<file path="src/rtl/hit_led_pkg.sv">
// Shared definitions for the per-lane hit LED driver: lane state encoding,
// PWM width/duty limits and lane index constants.
package hit_led_pkg;

    typedef enum logic [1:0] {
        ST_IDLE = 2'd0,
        ST_HOLD = 2'd1,
        ST_FADE = 2'd2
    } lane_state_t;

    localparam int         PWM_W    = 8;
    localparam logic [7:0] DUTY_MAX = 8'd255;

    localparam int LANE_U = 0;
    localparam int LANE_L = 1;
    localparam int LANE_R = 2;
    localparam int LANE_D = 3;

endpackage

</file>
<file path="src/rtl/hit_led_lane.sv">
// One LED lane: solid HOLD after a hit, then a stepped PWM fade back to IDLE.
// Any hit restarts the HOLD phase, taking priority over the lane's own timing.
module hit_led_lane
    import hit_led_pkg::*;
#(
    parameter int HOLD_CYCLES      = 10_000_000,
    parameter int FADE_STEP_CYCLES = 39_062,
    parameter int FADE_DEC         = 1
) (
    input  logic             clk,
    input  logic             rst,
    input  logic             i_hit,
    input  logic [PWM_W-1:0] i_pwm_cnt,
    output logic             o_led,
    output logic             o_busy
);

    localparam int HW = (HOLD_CYCLES > 1) ? $clog2(HOLD_CYCLES) : 1;
    localparam int SW = (FADE_STEP_CYCLES > 1) ? $clog2(FADE_STEP_CYCLES) : 1;

    localparam logic [HW-1:0]    HOLD_LAST = HW'(HOLD_CYCLES - 1);
    localparam logic [SW-1:0]    STEP_LAST = SW'(FADE_STEP_CYCLES - 1);
    localparam logic [PWM_W-1:0] DEC       = PWM_W'(FADE_DEC);

    lane_state_t      r_state, w_state_nxt;
    logic [HW-1:0]    r_hold_cnt, w_hold_nxt;
    logic [SW-1:0]    r_step_cnt, w_step_nxt;
    logic [PWM_W-1:0] r_duty, w_duty_nxt;
    logic             r_led, w_led_nxt;
    logic             r_busy, w_busy_nxt;

    // Floor-at-zero decrement; a zero result marks the end of the fade.
    function automatic logic [PWM_W-1:0] fade_dec(input logic [PWM_W-1:0] duty);
        return (duty <= DEC) ? '0 : duty - DEC;
    endfunction

    always_comb begin
        w_state_nxt = r_state;
        w_hold_nxt  = r_hold_cnt;
        w_step_nxt  = r_step_cnt;
        w_duty_nxt  = r_duty;
        if (i_hit) begin
            w_state_nxt = ST_HOLD;
            w_hold_nxt  = '0;
        end else begin
            case (r_state)
                ST_IDLE: ;
                ST_HOLD: begin
                    if (r_hold_cnt == HOLD_LAST) begin
                        w_state_nxt = ST_FADE;
                        w_duty_nxt  = DUTY_MAX;
                        w_step_nxt  = '0;
                    end else begin
                        w_hold_nxt = r_hold_cnt + 1'b1;
                    end
                end
                ST_FADE: begin
                    if (r_step_cnt == STEP_LAST) begin
                        w_step_nxt = '0;
                        w_duty_nxt = fade_dec(r_duty);
                        if (fade_dec(r_duty) == '0) begin
                            w_state_nxt = ST_IDLE;
                        end
                    end else begin
                        w_step_nxt = r_step_cnt + 1'b1;
                    end
                end
                default: w_state_nxt = ST_IDLE;
            endcase
        end

        // PWM compare uses the pre-edge counter, so led trails pwm_cnt by one cycle.
        case (w_state_nxt)
            ST_HOLD: w_led_nxt = 1'b1;
            ST_FADE: w_led_nxt = (i_pwm_cnt < w_duty_nxt);
            default: w_led_nxt = 1'b0;
        endcase
        w_busy_nxt = (w_state_nxt != ST_IDLE);
    end

    always_ff @(posedge clk) begin
        if (rst) begin
            r_state    <= ST_IDLE;
            r_hold_cnt <= '0;
            r_step_cnt <= '0;
            r_duty     <= '0;
            r_led      <= 1'b0;
            r_busy     <= 1'b0;
        end else begin
            r_state    <= w_state_nxt;
            r_hold_cnt <= w_hold_nxt;
            r_step_cnt <= w_step_nxt;
            r_duty     <= w_duty_nxt;
            r_led      <= w_led_nxt;
            r_busy     <= w_busy_nxt;
        end
    end

    assign o_led  = r_led;
    assign o_busy = r_busy;

endmodule

</file>
<file path="src/rtl/hit_led_driver.sv">
// LED feedback driver for the play buttons: one shared free-running PWM
// counter feeding LANES independent hold-then-fade lanes.
module hit_led_driver
    import hit_led_pkg::*;
#(
    parameter int LANES            = 4,
    parameter int HOLD_CYCLES      = 10_000_000,
    parameter int FADE_STEP_CYCLES = 39_062,
    parameter int FADE_DEC         = 1
) (
    input  logic             clk,
    input  logic             rst,
    input  logic [LANES-1:0] hit,
    output logic [LANES-1:0] led,
    output logic [LANES-1:0] busy
);

    logic [PWM_W-1:0] r_pwm_cnt;

    always_ff @(posedge clk) begin
        if (rst) begin
            r_pwm_cnt <= '0;
        end else begin
            r_pwm_cnt <= r_pwm_cnt + 1'b1;
        end
    end

    for (genvar g = 0; g < LANES; g++) begin : g_lane
        hit_led_lane #(
            .HOLD_CYCLES     (HOLD_CYCLES),
            .FADE_STEP_CYCLES(FADE_STEP_CYCLES),
            .FADE_DEC        (FADE_DEC)
        ) u_lane (
            .clk      (clk),
            .rst      (rst),
            .i_hit    (hit[g]),
            .i_pwm_cnt(r_pwm_cnt),
            .o_led    (led[g]),
            .o_busy   (busy[g])
        );
    end

endmodule

</file>
<file path="config.mk">
export PLATFORM = sky130hd
export DESIGN_NAME = hit_led_driver
export DESIGN_NICKNAME = d
export VERILOG_FILES = /design/src/rtl/hit_led_pkg.sv /design/src/rtl/hit_led_lane.sv /design/src/rtl/hit_led_driver.sv
export SDC_FILE = /design/constraint.sdc
export NUM_CORES = 1
export LEC_CHECK = 0
export ABC_AREA = 1
export BUFFER_PORTS_ARGS = -buffer_cell sky130_fd_sc_hd__buf_2
export CORE_AREA = 5 5 149 151
export CTS_CLUSTER_SIZE = 25
export DETAILED_ROUTE_END_ITERATION = 6
export DIE_AREA = 0 0 154 156
export HOLD_SLACK_MARGIN = 0.1
export PLACE_DENSITY = 0.8
export RECOVER_POWER = 25
export SLEW_MARGIN = 20
export SYNTH_ARGS = -nofsm -noshare
export SYNTH_HDL_FRONTEND = slang
export SYNTH_SLANG_ARGS = --single-unit
export TNS_END_PERCENT = 30
</file>
<file path="constraint.sdc">
create_clock -name clk -period 5.2 [get_ports clk]
set_input_delay 0.26 -clock clk [delete_from_list [all_inputs] [get_ports clk]]
set_output_delay 0.26 -clock clk [all_outputs]
set_load 0.03 [all_outputs]
</file>
==> Implementation_results.wiki, run 1 <==
{| class="wikitable"
! Metric !! Value
|-
| CTS Buffer Depth || 3
|-
| Worst-case vdd ir drop || approximately 0.0003 V
|-
| Setup repair after global routing missed its margin || no
|-
| Post-Syn Nets || 2,068
|-
| Maximum achievable frequency || 310 MHz
|-
| Vias in the first global route || 11,800
|-
| Remaining number of nets flagged by the antenna check after routing || 0
|-
| Final count of negative-setup-slack endpoints || 0
|-
| Number of clock sinks || 216
|-
| Kind of launch point of the worst setup path || input pin
|-
| Total number of placement rows || 53
|-
| Required time of the worst setup path || 5650 ps
|-
| Tot Pwr || 3.63 mW
|-
| Count of nets after finishing || 2,087
|-
| Distinct cell type count after synthesis || 63
|-
| Die area || roughly 0.024 mm^2
|-
| Leakage power || ~5.5 nW
|-
| Largest net degree at the start of global routing || 28
|-
| Die outline height || 156 um
|-
| Areal power density over the cells || 255 mW/mm^2
|-
| Routability cong. || 0.944
|-
| Worst-case headroom to the max-slew limit || 8.36%
|-
| Post-synth top area cell || sky130_fd_sc_hd__dfxtp_1
|-
| CP Class || in -> reg
|-
| Top_reg_cell synth || sky130_fd_sc_hd__dfxtp_1
|-
| Outcome || finished clean
|-
| Transition time at the pin with the least slew margin || roughly 1400 ps
|-
| Ratio of cells with drive above 1 in the final layout || 4.50%
|-
| Seq cells post-synth || 216
|-
| H-Tree Depth || 1
|-
| Number of DRC markers after the initial detailed-route iteration || around 840
|-
| Max Transition Viols Final || 0
|-
| Warnings from Yosys || 0
|-
| TritonCTS buffer count || 26
|-
| I/O pins || 14
|-
| Worst skew pair latency || 530 ps
|-
| DPL Wire Length || about 22 mm
|-
| Number of iterations in the first detailed-routing pass || 5
|-
| Sequential share of the synthesized area || 33.0%
|-
| TritonCTS clock tree || done
|-
| Initial antenna violation count || 0
|-
| WL/cell || 13.0 um
|-
| Detailed-route vias per instance || between 5 and 6
|-
| Placeable Area || 0.0207 mm^2
|-
| Cell depth of the worst flop-to-flop path || 16
|-
| Placement-stage cell area || 0.0134 mm^2
|-
| Critical path arrival || 3670 ps
|-
| Maxcap violations || 0
|-
| Global routing usage summed across all routing layers || 24.5%
|-
| Worst-case clock skew || 9.47 ps
|-
| First-pass GRT wire length || 52.1 mm
|-
| Summed negative setup slack over all endpoints || 0 ps
|-
| Clk root buf || sky130_fd_sc_hd__clkbuf_16
|-
| Class of the worst hold path || reg -> reg
|-
| Area growth from synthesis to layout || 8.48%
|-
| Starting density of the core || a little under two thirds
|-
| Final worst path period need || 3230 ps
|-
| Number of buffers inserted by port buffering || 13
|-
| Share of the synthesized area in the top cell type || 33.0%
|-
| Mapped cell area || between 0.01 and 0.015 mm^2
|-
| Maximum fanout along the worst path || 24
|-
| Final clock period utilization by the worst path || 62.1%
|-
| Post-route DRC violation count || 0
|-
| Average size of a mapped cell || 6.61 um^2
|-
| X dimension of the die || 154 um
|-
| Placed Cells || 2,246
|-
| Total number of vias || 12,600
|-
| Clock-pin transition on the worst setup and hold timing paths || 60 ps
|-
| Endpoint kind of the worst setup timing path || register
|-
| Total wire length || 29.8 mm
|-
| Sum of overflow across all layers after global routing || 0
|-
| Final Hold Vio Count || 0
|-
| Gate Count Post-Synth || 1,985
|-
| Buffer count from post-CTS setup fixing || 0
|-
| Async SR Flop Fraction || 0%
|-
| Post-route insts no fill || 2,296
|-
| Dominant cells by area after synthesis || sky130_fd_sc_hd__dfxtp_1 33%, sky130_fd_sc_hd__nand2_1 11%, sky130_fd_sc_hd__inv_1 8.8%
|-
| Cells on Worst Hold Path || 1
|-
| Post-CTS resize count || 0
|-
| Number of enable flip-flop cells after synthesis || 0
|-
| N_diodes || 0
|-
| Post-route design area || between 0.01 and 0.015 mm^2
|}
==> area by class of cell <==
| class | count | area [um^2] |
|---|---|---|
| Fill cell | 1819 | 6460 |
| Multi-Input combinational cell | 1421 | 7420 |
| Sequential cell | 216 | 4320 |
| Inverter | 318 | 1200 |
| Clock inverter | 12 | 87.6 |
| Timing Repair Buffer | 21 | 115 |
| Clock buffer | 33 | 738 |
| Tap cell | 275 | 344 |
==> through the flow <==
| stage | hold WS, ps | util (%) | setup slack (ps) |
|---|---|---|---|
| after global placement | 438 | 64.7 | 2550 |
| after CTS | 471 | 69.0 | 2420 |
| final | 465 | 68.8 | 1970 |
| after global routing | 498 | 68.8 | 1760 |
| after floorplan | 417 | - | 2890 |
| after detailed placement | 458 | 64.7 | 2460 |
==> timing repair <==
| action | 4_1_cts | 5_1_grt |
|---|---|---|
| hold endpoints to repair | 9 | 0 |
| endpoints found under the setup margin | 0 | 0 |
| hold buffers | 5 | 0 |
==> cells in the final DEF, fill, tap and decap left out, types with 3 or more instances in the layout <==
cell / count
sky130_fd_sc_hd__nand3_1: 100
sky130_fd_sc_hd__nor2_1: 297
sky130_fd_sc_hd__clkinv_1: 3
sky130_fd_sc_hd__nand4_1: 41
sky130_fd_sc_hd__buf_2: 4
sky130_fd_sc_hd__nand3_2: 5
sky130_fd_sc_hd__o21ai_1: 7
sky130_fd_sc_hd__a211oi_1: 13
sky130_fd_sc_hd__clkbuf_8: 4
sky130_fd_sc_hd__o221ai_1: 3
sky130_fd_sc_hd__dlygate4sd3_1: 5
sky130_fd_sc_hd__dfxtp_1: 216
sky130_fd_sc_hd__nor2_4: 3
sky130_fd_sc_hd__clkinv_2: 10
sky130_fd_sc_hd__a31oi_1: 4
sky130_fd_sc_hd__inv_1: 307
sky130_fd_sc_hd__ha_1: 77
sky130_fd_sc_hd__o31ai_1: 6
sky130_fd_sc_hd__a21oi_1: 131
sky130_fd_sc_hd__and3_1: 4
sky130_fd_sc_hd__nand2_1: 393
sky130_fd_sc_hd__a22oi_1: 8
sky130_fd_sc_hd__xor2_1: 19
sky130_fd_sc_hd__clkbuf_16: 27
sky130_fd_sc_hd__a31o_2: 3
sky130_fd_sc_hd__nor3_1: 80
sky130_fd_sc_hd__a221oi_1: 5
sky130_fd_sc_hd__o21ai_0: 128
sky130_fd_sc_hd__o211a_1: 6
sky130_fd_sc_hd__o21a_1: 9
sky130_fd_sc_hd__nor4_1: 13
sky130_fd_sc_hd__nor3b_1: 15
sky130_fd_sc_hd__clkbuf_1: 14
sky130_fd_sc_hd__xnor2_1: 4
sky130_fd_sc_hd__inv_2: 6
sky130_fd_sc_hd__nor2_2: 7
==> registers in the layout, indices dropped and copies added (netlist names) <==
name / flops
g_lane.u_lane.r_step_cnt: 64
g_lane.u_lane.o_busy: 4
g_lane.u_lane.o_led: 4
r_pwm_cnt: 8
g_lane.u_lane.r_hold_cnt: 96
g_lane.u_lane.r_duty: 32
g_lane.u_lane.r_state: 8
==> report_power, final <==
part           internal [mW]  total, mW  switching [mW]  leakage (nW)
registers               1.67       1.68          0.0126          1.74
logic                 0.0532      0.195           0.142          3.34
clock network           1.04       1.75           0.706         0.417
==> cells in the mapped netlist (all sizes together) (3+ instances only) <==
cell type,instances
xor2,19
nor4,15
nor3b,17
clkinv,3
nor2,309
o31ai,6
dfxtp,216
clkbuf,16
o211a,6
or2,4
ha,77
o221ai,3
a211oi,13
nand3,105
nand4,41
a31oi,4
a31o,3
and3,4
a21oi,131
buf,14
nand2,397
a221oi,5
o21ai,136
a22oi,8
o21a,9
inv,315
xnor2,4
nor3,84
==> routing by layer <==
| layer | GRT usage (%) | wire (um) | vias up |
|---|---|---|---|
| met5 | 0 | 0 | - |
| met2 | 43.4 | 14200 | 305 |
| met3 | 3.19 | 1280 | 63 |
| li1 | - | - | 6527 |
| met1 | 31.8 | 13700 | 5745 |
| met4 | 6.35 | 655 | 0 |
==> critical path, stage by stage <==
cell and delay, ps:
sky130_fd_sc_hd__dlygate4sd3_1 540, sky130_fd_sc_hd__clkbuf_1 320, sky130_fd_sc_hd__inv_1 130, sky130_fd_sc_hd__clkbuf_1 1000
sky130_fd_sc_hd__o21ai_0 640, sky130_fd_sc_hd__inv_1 360, sky130_fd_sc_hd__o21ai_0 220, sky130_fd_sc_hd__a22oi_1 180
==> cell families (layout without fill, tap and decap cells) <==
| group | Yosys count | count (layout) | share of synthesized area [%] |
|---|---|---|---|
| adder cells (fa/ha/maj) | 77 | 77 | 7.34 |
| flip-flops | 216 | 216 | 33.0 |
| AND/OR/NAND/NOR | 981 | 981 | 33.1 |
| buffers and inverters | 348 | 384 | 10.3 |
| AO/OA/AOI/OAI | 340 | 340 | 14.7 |
| XOR/XNOR | 23 | 23 | 1.54 |
==> path summary, 6_finish.rpt <==
| kind | startpoint | to | slack [ps] |
|---|---|---|---|
| max | rst | g_lane[0].u_lane.r_step_cnt[11] | 1970 |
| min | r_pwm_cnt[0] | r_pwm_cnt[0] | 470 |
| max reg2reg | g_lane[2].u_lane.r_step_cnt[0] | g_lane[2].u_lane.o_led | 2390 |
| min reg2reg | r_pwm_cnt[0] | r_pwm_cnt[0] | 470 |
Power figures use the tool's default switching activity.
==> inputs of run 2 (changes only) <==
- ABC_AREA: 1 -> 0
- CORE_AREA: 5 5 149 151 -> 5 5 153 155
- DIE_AREA: 0 0 154 156 -> 0 0 158 160
- PLACE_DENSITY: 0.8 -> 0.77
- clock period: 5.2 -> 2.94 ns (I/O delays scaled with it)
==> run 2 against run 1 <==
Against the previous run:
- the flow now finishes with violations (design-rule violations, negative setup slack)
- global-route usage down 1.7 points
- die area is 5.2% higher
- utilization down 1.1 points
- critical path depth up 3
==> Implementation_results.wiki, run 2 <==
{| class="wikitable"
! Metric !! Value
|-
| Compound-Gate Fraction of Synth Area || approximately 13%
|-
| Most common library cell in the layout ignoring fill and taps || sky130_fd_sc_hd__nor2_1
|-
| Worst-case vdd ir drop || roughly 0.00042 V
|-
| Setup repair after global routing missed its margin || yes
|-
| Most used cells in the layout excluding fill and tap cells || 233 x sky130_fd_sc_hd__nor2_1, 212 x sky130_fd_sc_hd__dfxtp_1, 133 x sky130_fd_sc_hd__buf_4
|-
| Distinct cell type count after synthesis || 77
|-
| Post-Syn Nets || around 1,600
|-
| Share of the synthesized area in the top cell type || 34.5%
|-
| Number of clock sinks || approximately 220
|-
| Transition time at the pin with the least slew margin || 973 ps
|-
| First-pass GRT wire length || around 50 mm
|-
| Post-route DRC violation count || 3
|-
| Average size of a mapped cell || 8.19 um^2
|-
| Final worst-path setup slack || -36.8 ps
|-
| Number of buffers inserted by port buffering || 13
|-
| Total number of vias || between 10,000 and 15,000
|-
| Critical path arrival || 3360 ps
|-
| Async SR Flop Fraction || 0%
|-
| Global routing usage summed across all routing layers || 22.8%
|-
| I/O pins || 14
|-
| Area growth from synthesis to layout || 17.3%
|-
| Main combinational cell family by area after synthesis || simple AND/OR/NAND/NOR gates
|-
| Sum of overflow across all layers after global routing || 0
|-
| Worst R2R Start || g_lane[0].u_lane.r_step_cnt[2]
|-
| Post-route insts no fill || between 1,500 and 2,000
|-
| Die area || 0.0253 mm^2
|-
| Vias in the first global route || 11,000
|-
| Warnings from Yosys || 0
|-
| Share of cell area taken by muxes after synthesis || 0.240%
|-
| Required time of the worst setup path || ~3300 ps
|-
| Flip-flop count of the largest register after layout || 96
|-
| Total wire length || 29.5 mm
|-
| Leakage power || 5.42 nW
|-
| Post-route design area || 0.0147 mm^2
|-
| Kind of launch point of the worst setup path || register
|-
| Placement-stage cell area || 0.0136 mm^2
|-
| Post-synth top area cell || sky130_fd_sc_hd__dfxtp_1
|-
| Clock-pin transition on the worst setup and hold timing paths || approximately 60 ps
|-
| CP Class || reg -> reg
|-
| Seq cells post-synth || 216
|-
| Mapped cell area || 0.0125 mm^2
|-
| H-Tree Depth || 1
|-
| Die outline height || between 150 and 200 um
|-
| Worst skew pair latency || 500 ps
|-
| Starting density of the core || 57.7%
|-
| Gate Count Post-Synth || 1,529
|-
| TritonCTS buffer count || 23
|-
| Initial antenna violation count || 0
|-
| Count of nets after finishing || 1,727
|-
| Worst-case hold slack || 135 ps
|-
| Number of iterations in the first detailed-routing pass || 7
|-
| Final Hold Vio Count || 0
|-
| Biggest register || g_lane.u_lane.r_hold_cnt
|-
| Largest net degree at the start of global routing || 67
|-
| Placeable Area || 0.0217 mm^2
|-
| Areal power density over the cells || 410 mW/mm^2
|-
| CTS Buffer Depth || 3
|-
| Final worst path period need || just under 3000 ps
|-
| Worst-case headroom to the max-slew limit || 34.4%
|-
| Class of the worst hold path || in -> reg
|-
| Adder-cell share of the synthesized area || 7.69%
|-
| Maximum fanout along the worst path || 4
|-
| Number of enable flip-flop cells after synthesis || 0
|-
| Placed Cells || roughly 1,900
|-
| Post-synthesis share of cell area spent on xor and xnor gates || 9.72%
|-
| Maxcap violations || 0
|-
| X dimension of the die || 158 um
|-
| Cell depth of the worst flop-to-flop path || 11
|-
| Ratio of cells with drive above 1 in the final layout || 14.2%
|-
| Top_reg_cell synth || sky130_fd_sc_hd__dfxtp_1
|-
| Sequential share of the synthesized area || between 30% and 40%
|-
| Dominant cells by area after synthesis || sky130_fd_sc_hd__dfxtp_1 35%, sky130_fd_sc_hd__ha_1 7.7%, sky130_fd_sc_hd__nor2_1 7.0%
|-
| Remaining number of nets flagged by the antenna check after routing || 0
|-
| Reg-to-reg endpoint || g_lane[0].u_lane.o_led
|-
| Final count of negative-setup-slack endpoints || 2
|-
| Largest regs || g_lane.u_lane.r_hold_cnt: 96 flops, g_lane.u_lane.r_step_cnt: 64 flops, g_lane.u_lane.r_duty: 32 flops
|-
| DPL Wire Length || around 20 mm
|-
| List of cells traversed by the critical path || or4bb_4, or4_4, a2111oi_4, o22ai_2, o31ai_4, inv_1, ha_2, nor2_1, o221ai_1, a21oi_1, nor4b_2
|-
| WL/cell || 15.2 um
|-
| Endpoint kind of the worst setup timing path || register
|-
| Routability cong. || just over 0.9
|-
| Slowest cell on crit path || sky130_fd_sc_hd__or4bb_4
|-
| Violations in the final reports || design-rule violations, negative setup slack
|-
| Largest stage delay on the critical path || 600 ps
|-
| TritonCTS clock tree || done
|-
| Post-synthesis simple-gate area fraction || between 30% and 40%
|-
| Outcome || finished, violations left
|-
| Slack of the worst reg-to-reg path || -40 ps
|-
| Most frequent cell after synthesis || sky130_fd_sc_hd__nor2_1
|-
| Clk root buf || sky130_fd_sc_hd__clkbuf_16
|-
| Min-Delay Endpoint || g_lane[3].u_lane.o_busy
|-
| Detailed-route vias per instance || 5.95
|-
| N_diodes || 0
|-
| Placement Setup Slack || -135 ps
|-
| Max Transition Viols Final || 0
|-
| Total number of placement rows || 54
|-
| Worst-case clock skew || 7.06 ps
|-
| Top cell types by occurrence after synthesis || 234 x sky130_fd_sc_hd__nor2_1, 216 x sky130_fd_sc_hd__dfxtp_1, 90 x sky130_fd_sc_hd__nand2_1, 77 x sky130_fd_sc_hd__ha_1, 71 x sky130_fd_sc_hd__xnor2_1
|-
| Worst hold path startpoint || rst
|-
| Maximum achievable frequency || 336 MHz
|-
| Final clock period utilization by the worst path || 101%
|-
| Cells on Worst Hold Path || 3
|-
| Number of DRC markers after the initial detailed-route iteration || 923
|}
[run 2: cell count changes after synthesis, sizes merged, moves of 49 or more]
| cell | delta |
|---|---|
| inv | -262 |
| nand2 | -306 |
| xnor2 | +67 |
| o21ai | -69 |
| xor2 | +49 |
| a21oi | -76 |
| nor2 | -75 |
[run 2: how the worst max path moves through the flow]
stage                                         start                     end  slack, ps  cells past startpoint
floorplan            g_lane[0].u_lane.r_step_cnt[4]  g_lane[0].u_lane.o_led        -50                     10
global placement     g_lane[0].u_lane.r_step_cnt[5]  g_lane[0].u_lane.o_led        -20                     10
detailed placement       g_lane[3].u_lane.r_duty[5]  g_lane[3].u_lane.o_led       -130                     12
CTS                 g_lane[0].u_lane.r_step_cnt[13]  g_lane[0].u_lane.o_led        -70                     11
global route         g_lane[1].u_lane.r_hold_cnt[1]  g_lane[1].u_lane.o_led       -200                     14
finish               g_lane[0].u_lane.r_step_cnt[2]  g_lane[0].u_lane.o_led        -40                     11
[run 2: timing repair]
action	in CTS	in global routing
setup endpoints to repair	4	4
hold buffers	4	0
resized for setup	16	42
pin swaps	14	33
hold endpoints to repair	4	0
setup buffers	4	11
[run 2: layer usage]
| layer | vias to the layer above | GRT usage (%) | part of all wire (%) |
|---|---|---|---|
| met2 | 279 | 37.9 | 47 |
| met5 | - | 0 | 0 |
| met3 | 57 | 2.92 | 4.5 |
| met1 | 5439 | 31.3 | 46 |
| met4 | 0 | 5.97 | 2.1 |
| li1 | 5748 | - | - |
[run 2: power by group]
part	internal [mW]	switching, mW	total [mW]	leakage [nW]
clock	1.51	1.13	2.64	0.327
combinational	0.145	0.261	0.406	3.35
sequential	2.95	0.0221	2.97	1.75
total	4.61	1.41	6.02	5.42
[run 2: cell families after synthesis]
family | after synthesis
simple gates | 733
compound gates | 243
flops | 216
xor+xnor | 139
buf+inv | 118
fa+ha+maj | 77
mux | 3
[run 2: worst max-delay path, delay by kind of cell (launching register included)]
family / cells / cell delay (ps)
fa+ha+maj: 1 / 190
buf+inv: 1 / 100
simple gates: 4 / 1360
flops: 1 / 330
compound gates: 5 / 890
[run 2: layout make-up]
cell class,count,area [um^2]
tap,280,350
fill,1740,7000
clock inverter,3,15.0
inverter,53,199
clock buffer,35,651
multi-input combinational,1195,8020
sequential,216,4330
timing repair buffer,155,1130
[run 2: through the flow]
step / power (mW) / TNS [ps] / utilization (%)
2_1_floorplan: 3.30 / -78.4 / -
3_3_place_gp: 3.42 / -23.3 / 62.8
3_5_place_dp: 3.42 / -285 / 62.8
4_1_cts: 6.08 / -173 / 66.6
5_1_grt: 6.27 / -707 / 67.7
6_report: 6.02 / -37.2 / 67.7
